### config.mk
export PLATFORM = sky130hd
export DESIGN_NAME = move_btn_conditioner
export DESIGN_NICKNAME = d
export VERILOG_FILES = /design/src/rtl/move_btn_conditioner.sv
export SDC_FILE = /design/constraint.sdc
export NUM_CORES = 1
export LEC_CHECK = 0
export CORE_UTILIZATION = 65
export DETAILED_ROUTE_END_ITERATION = 12
export PLACE_DENSITY = 0.85
export SLEW_MARGIN = 20
export SYNTH_ARGS = -nofsm -noshare
export SYNTH_HDL_FRONTEND = slang
export SYNTH_SLANG_ARGS = --single-unit
### constraint.sdc
create_clock -name clk -period 6.9 [get_ports clk]
set_clock_uncertainty 0.15 [all_clocks]
set_input_delay 1.725 -clock clk [delete_from_list [all_inputs] [get_ports clk]]
set_output_delay 1.725 -clock clk [all_outputs]
set_load 0.03 [all_outputs]
### src/rtl/move_btn_conditioner.sv
// Move-button conditioner: synchronises, debounces and optionally auto-repeats the
// raw move pad, producing one registered single-cycle pulse per accepted press/repeat.
module move_btn_conditioner #(
    parameter int SYNC_STAGES     = 2,
    parameter int DEBOUNCE_CYCLES = 250000,
    parameter bit REPEAT_EN       = 1'b1,
    parameter int REPEAT_DELAY    = 12500000,
    parameter int REPEAT_PERIOD   = 5000000,
    parameter int CNT_W           = 24
) (
    input  logic clk,
    input  logic reset,
    input  logic btn_raw,
    input  logic hold_off,
    output logic move_pulse,
    output logic btn_level,
    output logic repeat_active
);

    typedef enum logic [2:0] {
        ST_IDLE,
        ST_PRESS_WAIT,
        ST_HELD,
        ST_REPEAT,
        ST_RELEASE_WAIT
    } state_t;

    localparam logic [CNT_W-1:0] DEB_LAST    = CNT_W'(DEBOUNCE_CYCLES - 1);
    localparam logic [CNT_W-1:0] DELAY_LAST  = CNT_W'(REPEAT_DELAY - 1);
    localparam logic [CNT_W-1:0] PERIOD_LAST = CNT_W'(REPEAT_PERIOD - 1);
    localparam logic [CNT_W-1:0] CNT_ONE     = CNT_W'(1);
    localparam logic [CNT_W-1:0] CNT_MAX     = '1;

    logic [SYNC_STAGES-1:0] sync_q, sync_d;
    state_t                 state_q, state_d;
    logic [CNT_W-1:0]       cnt_q, cnt_d;
    logic                   move_pulse_q, move_pulse_d;
    logic                   btn_level_q, btn_level_d;
    logic                   repeat_active_q, repeat_active_d;
    logic                   btn_s;
    logic                   pulse_issue;

    assign btn_s = sync_q[SYNC_STAGES-1];

    // NOTE: every signal assigned here gets a default first, so no latch can be inferred.
    always_comb begin
        sync_d      = {sync_q[SYNC_STAGES-2:0], btn_raw};
        state_d     = state_q;
        cnt_d       = cnt_q;
        btn_level_d = btn_level_q;
        pulse_issue = 1'b0;

        case (state_q)
            ST_IDLE: begin
                if (btn_s) begin
                    state_d = ST_PRESS_WAIT;
                    cnt_d   = '0;
                end
            end
            ST_PRESS_WAIT: begin
                if (!btn_s) begin
                    state_d = ST_IDLE;
                end else if (cnt_q == DEB_LAST) begin
                    state_d     = ST_HELD;
                    cnt_d       = '0;
                    btn_level_d = 1'b1;
                    pulse_issue = 1'b1;
                end else begin
                    cnt_d = cnt_q + CNT_ONE;
                end
            end
            ST_HELD: begin
                if (!btn_s) begin
                    state_d = ST_RELEASE_WAIT;
                    cnt_d   = '0;
                end else if (REPEAT_EN && cnt_q == DELAY_LAST) begin
                    state_d     = ST_REPEAT;
                    cnt_d       = '0;
                    pulse_issue = 1'b1;
                end else if (cnt_q != CNT_MAX) begin
                    // Saturates only when repeat is disabled and the button is held forever.
                    cnt_d = cnt_q + CNT_ONE;
                end
            end
            ST_REPEAT: begin
                if (!btn_s) begin
                    state_d = ST_RELEASE_WAIT;
                    cnt_d   = '0;
                end else if (cnt_q == PERIOD_LAST) begin
                    cnt_d       = '0;
                    pulse_issue = 1'b1;
                end else begin
                    cnt_d = cnt_q + CNT_ONE;
                end
            end
            ST_RELEASE_WAIT: begin
                if (btn_s) begin
                    state_d = ST_HELD;
                    cnt_d   = '0;
                end else if (cnt_q == DEB_LAST) begin
                    state_d     = ST_IDLE;
                    btn_level_d = 1'b0;
                end else begin
                    cnt_d = cnt_q + CNT_ONE;
                end
            end
            default: begin
                state_d = ST_IDLE;
                cnt_d   = '0;
            end
        endcase

        move_pulse_d    = pulse_issue & ~hold_off;
        repeat_active_d = (state_d == ST_REPEAT);
    end

    // NOTE: sequential state uses non-blocking assignments only.
    always_ff @(posedge clk) begin
        if (reset) begin
            sync_q          <= '0;
            state_q         <= ST_IDLE;
            cnt_q           <= '0;
            move_pulse_q    <= 1'b0;
            btn_level_q     <= 1'b0;
            repeat_active_q <= 1'b0;
        end else begin
            sync_q          <= sync_d;
            state_q         <= state_d;
            cnt_q           <= cnt_d;
            move_pulse_q    <= move_pulse_d;
            btn_level_q     <= btn_level_d;
            repeat_active_q <= repeat_active_d;
        end
    end

    assign move_pulse    = move_pulse_q;
    assign btn_level     = btn_level_q;
    assign repeat_active = repeat_active_q;

endmodule
======== After elaboration in Yosys (flattened, before gate mapping) ========
Index checks and enable logic that the tools add are counted.
word-level totals
  register bits after elaboration ......... 32
  output and inout port bits .............. 3
  logic and storage cells ................. 61
cells by class
  equal/unequal tests ..................... 16
  bitwise operators ....................... 2
  add/subtract/negate cells ............... 1
  multiplexer cells ....................... 32
  reduce and logical (&&, ||, !) cells .... 4
operator list
  operator                                                           number
  24-bit 2-to-1 mux                                                  10
  24-bit one-hot mux with 5 select lines                             1
  24-bit by 1-bit adder with 24-bit output, second input constant    1
  24-bit by 18-bit == test with 1-bit output, second input constant  1
  24-bit by 23-bit == test with 1-bit output, second input constant  1
  24-bit == test, second input constant                              1
  3-bit 2-to-1 mux                                                   8
  24-bit != test, second input constant                              1
  3-bit one-hot mux with 5 select lines                              1
  1-bit 2-to-1 mux                                                   10
  2-bit != test, second input constant                               5
  3-bit by 2-bit == test with 1-bit output, second input constant    3
  5-bit AND reduction                                                1
  4-bit != test, second input constant                               1
  4-bit AND reduction                                                1
  3-bit by 1-bit == test with 1-bit output, second input constant    1
  3-bit == test, second input constant                               1
  3-bit logical NOT                                                  1
  3-bit != test, second input constant                               1
  1-bit one-hot mux with 3 select lines                              1
  1-bit one-hot mux with 2 select lines                              1
  2-bit nonzero test                                                 1
  1-bit AND                                                          1
  1-bit inverter                                                     1

======== Longest topological paths before layout ========
  depth after elaboration ................. 5
  depth in mapped cells ................... 9
  depth with buffers taken out ............ 7

======== Least setup slack after synthesis ========
Ideal clock, no wire load.
  path kind ............................... input -> register
  start ................................... input port reset
  end ..................................... register cnt_q[22]
  path slack .............................. 3.659 ns
  buffers on the path ..................... 1
  arrival ................................. 3.032 ns
  stages .................................. 5
  required time ........................... 6.690 ns
  library setup time ...................... 0.060 ns
  cell sequence ........................... or2_2 -> o32a_2 -> buf_6 -> nor4_1 -> a41o_1
RTL lines
  what                    RTL line  text
  start: declaration      12        input logic reset,
  end signal: assignment  129       cnt_q <= cnt_d;
  end: declaration        36        logic [CNT_W-1:0] cnt_q, cnt_d;

==> results.md <==
* Status: finished clean
* Internal power at 0.0002871 W
* Synth Flop Type: dfxtp_1
* Worst EP required at 7060 ps
* Min cycle time layout at 3705 ps
* Die X-Extent at 57.46 µm
* Combinational share of power at 4.1%
* Setup Fix Bufs, Post-CTS at 0
* Critical path type: in2reg
* Post-synth ARST share at 0%
* Sequential share of the synthesized area at 32.04%
* Global-route wire length before repair at 8.549 mm
* Avg Inst Size Synth at 7.998 µm²
* Post-route cell area at 2074 µm²
* Final setup vio count at 0
* EDFF count, synth at 0
* Global-route usage over all layers at 33.92%
* Slowest stage cell, crit path: nor2_1
* Starting density of the core at 70.68%
* H-tree Lvls at 2
* Residual DRC count at 0
* Initial antenna violation count at 0
* YS warnings at 0
* Clk slew on worst S/H paths at 100 ps
* Worst Hold Class: reg2reg
* Synth Register Bits at 32
* Power share of the clock group at 45.2%
* Seq pwr share at 50.7%
* RSZ-0062 raised after global routing: false
* I/O pin cnt at 7
* Share of layout cells above drive strength 1 at 8.571%
* Worst-skew pair later-pin latency at 360 ps
* Crit path arrival time at 3860 ps
* Final ANT Viol Nets at 0
* RePlAce Congestion at 0.9115
* Max incr delay on CP at 630 ps
* Net Sw Power at 0.00007985 W
* Via count at 2014
* Power Density at 176.9 nW/µm²
* Syn-to-layout area delta at 3.755%
* Pleak at 0.6867 nW
* Syn_nets at 256
* Routed length per placed instance at 18.73 µm
* Global route total overflow at 0
* Final hold vios at 0
* Deepest clock path buffer count at 2
* Fin crit share at 53.69%
* Layout Cells excl Fill at 276
* Setup TNS at 0 ps
* Vias/cell at 7.297
* Max VDD drop at 0.1204 mV
* Initial drt markers at 191
* Slew Limit Fails at 0
* Buf/Inv on CP at 1
* Vias in the first global route at 1837
* Max-cap violation count at 0
* Cts hold-fix bufs at 0
* Placed inst area at 1984 µm²
* Root Driver: clkbuf_4
* Highest clock rate at 269.9 MHz
* CTS tree: built
* Netlist cell types at 51
* Slew HR at 35.50%
* Cell Area, Synth at 1999 µm²
* Synth Instances at 250
* Post-CTS sizing at 0
* CTS buffer count at 5
* Port bufs at 6
* Final WL at 5.170 mm
* Antenna Cells at 0
* CP Capture Type: register
* Delay-heaviest family, CP: simple AND/OR/NAND/NOR gates
* Core footprint at 2829 µm²
* Drt pass-1 iters at 5
* Die ar. at 3302 µm²
* Net Sw Frac at 21.76%
* # rows at 19
* Largest net degree at the start of global routing at 33
* Post-detail-place hpwl at 3.619 mm
* Final Net Count at 250
* Clk sink count at 32
* Tightest Pin Transition at 966.4 ps
* Startpoint types: primary input
* Crit Path Max Fanout at 32
* Die Span Y at 57.46 µm
* Reg2reg setup slack at 3990 ps
* CP Cell Sequence: buf_2 > or2_2 > o32a_2 > nor2_1 > a22o_1
* Post-Place Cells at 268
==> per-layer routing <==
layer,routed length [µm],part of all wire (%),GRT usage [%]
met5,0,0,0
met4,175,3.4,18.82
met3,464,9.0,8.390
met2,2380,46,52.99
met1,2149,42,42.74
==> power by group through the flow <==
stage | clock network (W) | registers (W) | logic [W]
2_1_floorplan | 0 | 0.000190 | 0.0000127
3_3_place_gp | 0 | 0.000190 | 0.0000145
3_5_place_dp | 0 | 0.000190 | 0.0000151
4_1_cts | 0.000164 | 0.000186 | 0.0000152
5_1_grt | 0.000173 | 0.000186 | 0.0000162
6_report | 0.000166 | 0.000186 | 0.0000151
==> flip-flops by register name, indices dropped and copies added, names as in the netlist <==
name,flops
cnt_q,24
state_q,3
sync_q,2
btn_level,1
move_pulse,1
repeat_active,1
==> worst reg2reg max path, stage by stage (launching register included) <==
cell	delay, ps
dfxtp_1	560
nor4bb_1	400
nand4_1	150
o41ai_1	530
o32a_2	480
nor2_1	270
a22o_1	270
==> layout make-up <==
cell class | instances | area [µm²]
flip-flops and latches | 32 | 640.6
fillers | 234 | 754.5
clock buffers | 7 | 65.06
well taps | 31 | 38.79
inverters | 4 | 15.01
repair buffers | 7 | 62.56
clock inverters | 1 | 30.03
multi-input cells | 194 | 1222
==> synth_stat cells (all sizes together) (5+ instances only) <==
cell	number	area (µm²)
dfxtp	32	640.6
nor4	9	56.30
buf	13	95.08
nor2	22	85.09
nand3	21	105.1
or4	6	48.80
a31oi	5	31.28
a22o	10	87.58
nand2	22	82.58
o22ai	13	81.33
nor3	9	56.31
nand2b	7	43.79
nor2b	5	31.28
clkbuf	7	26.28
nand4	7	43.79
a21oi	7	35.03
==> logic make-up (layout without fill, tap and decap cells) <==
| kind of cell | count (synthesis) | in the layout | synth area share, % |
|---|---|---|---|
| buffers and inverters | 24 | 19 | 6.820 |
| and+or+nand+nor | 136 | 136 | 39.17 |
| adders and majority gates | 2 | 2 | 1.251 |
| muxes | 1 | 1 | 0.5632 |
| DFF | 32 | 32 | 32.04 |
| AOI/OAI and AO/OA | 55 | 55 | 20.15 |
==> placed cells by master (no fill, tap or decap), drive strengths merged, types with 6 or more instances in the layout <==
master / instances
nand3: 21
a22o: 10
nor3: 9
or4: 6
a21oi: 7
dfxtp: 32
o22ai: 13
clkbuf: 7
nor4: 9
nand2: 22
nand2b: 7
nor2: 22
nand4: 7
==> metrics by stage <==
step	total power [W]	hold slack, ps	util (%)	setup WS (ps)
3_3_place_gp	0.0002048	266.5	70.15	2132
3_5_place_dp	0.0002054	273.6	70.15	1927
2_1_floorplan	0.0002026	263.8	-	3659
4_1_cts	0.0003654	294.4	73.51	2287
6_report	0.0003669	291.1	73.33	3195
5_1_grt	0.0003758	311.2	73.33	3066
==> path summary, 6_finish.rpt <==
check	from	to	depth (start not counted)
setup / recovery	reset	cnt_q[4]$_SDFFE_PP0P_	5
hold / removal	sync_q[0]$_SDFF_PP0_	sync_q[1]$_SDFF_PP0_	1
setup reg to reg	cnt_q[11]$_SDFFE_PP0P_	cnt_q[4]$_SDFFE_PP0P_	6
hold reg to reg	sync_q[0]$_SDFF_PP0_	sync_q[1]$_SDFF_PP0_	1
Note: power is estimated with default switching activity, not from simulation.
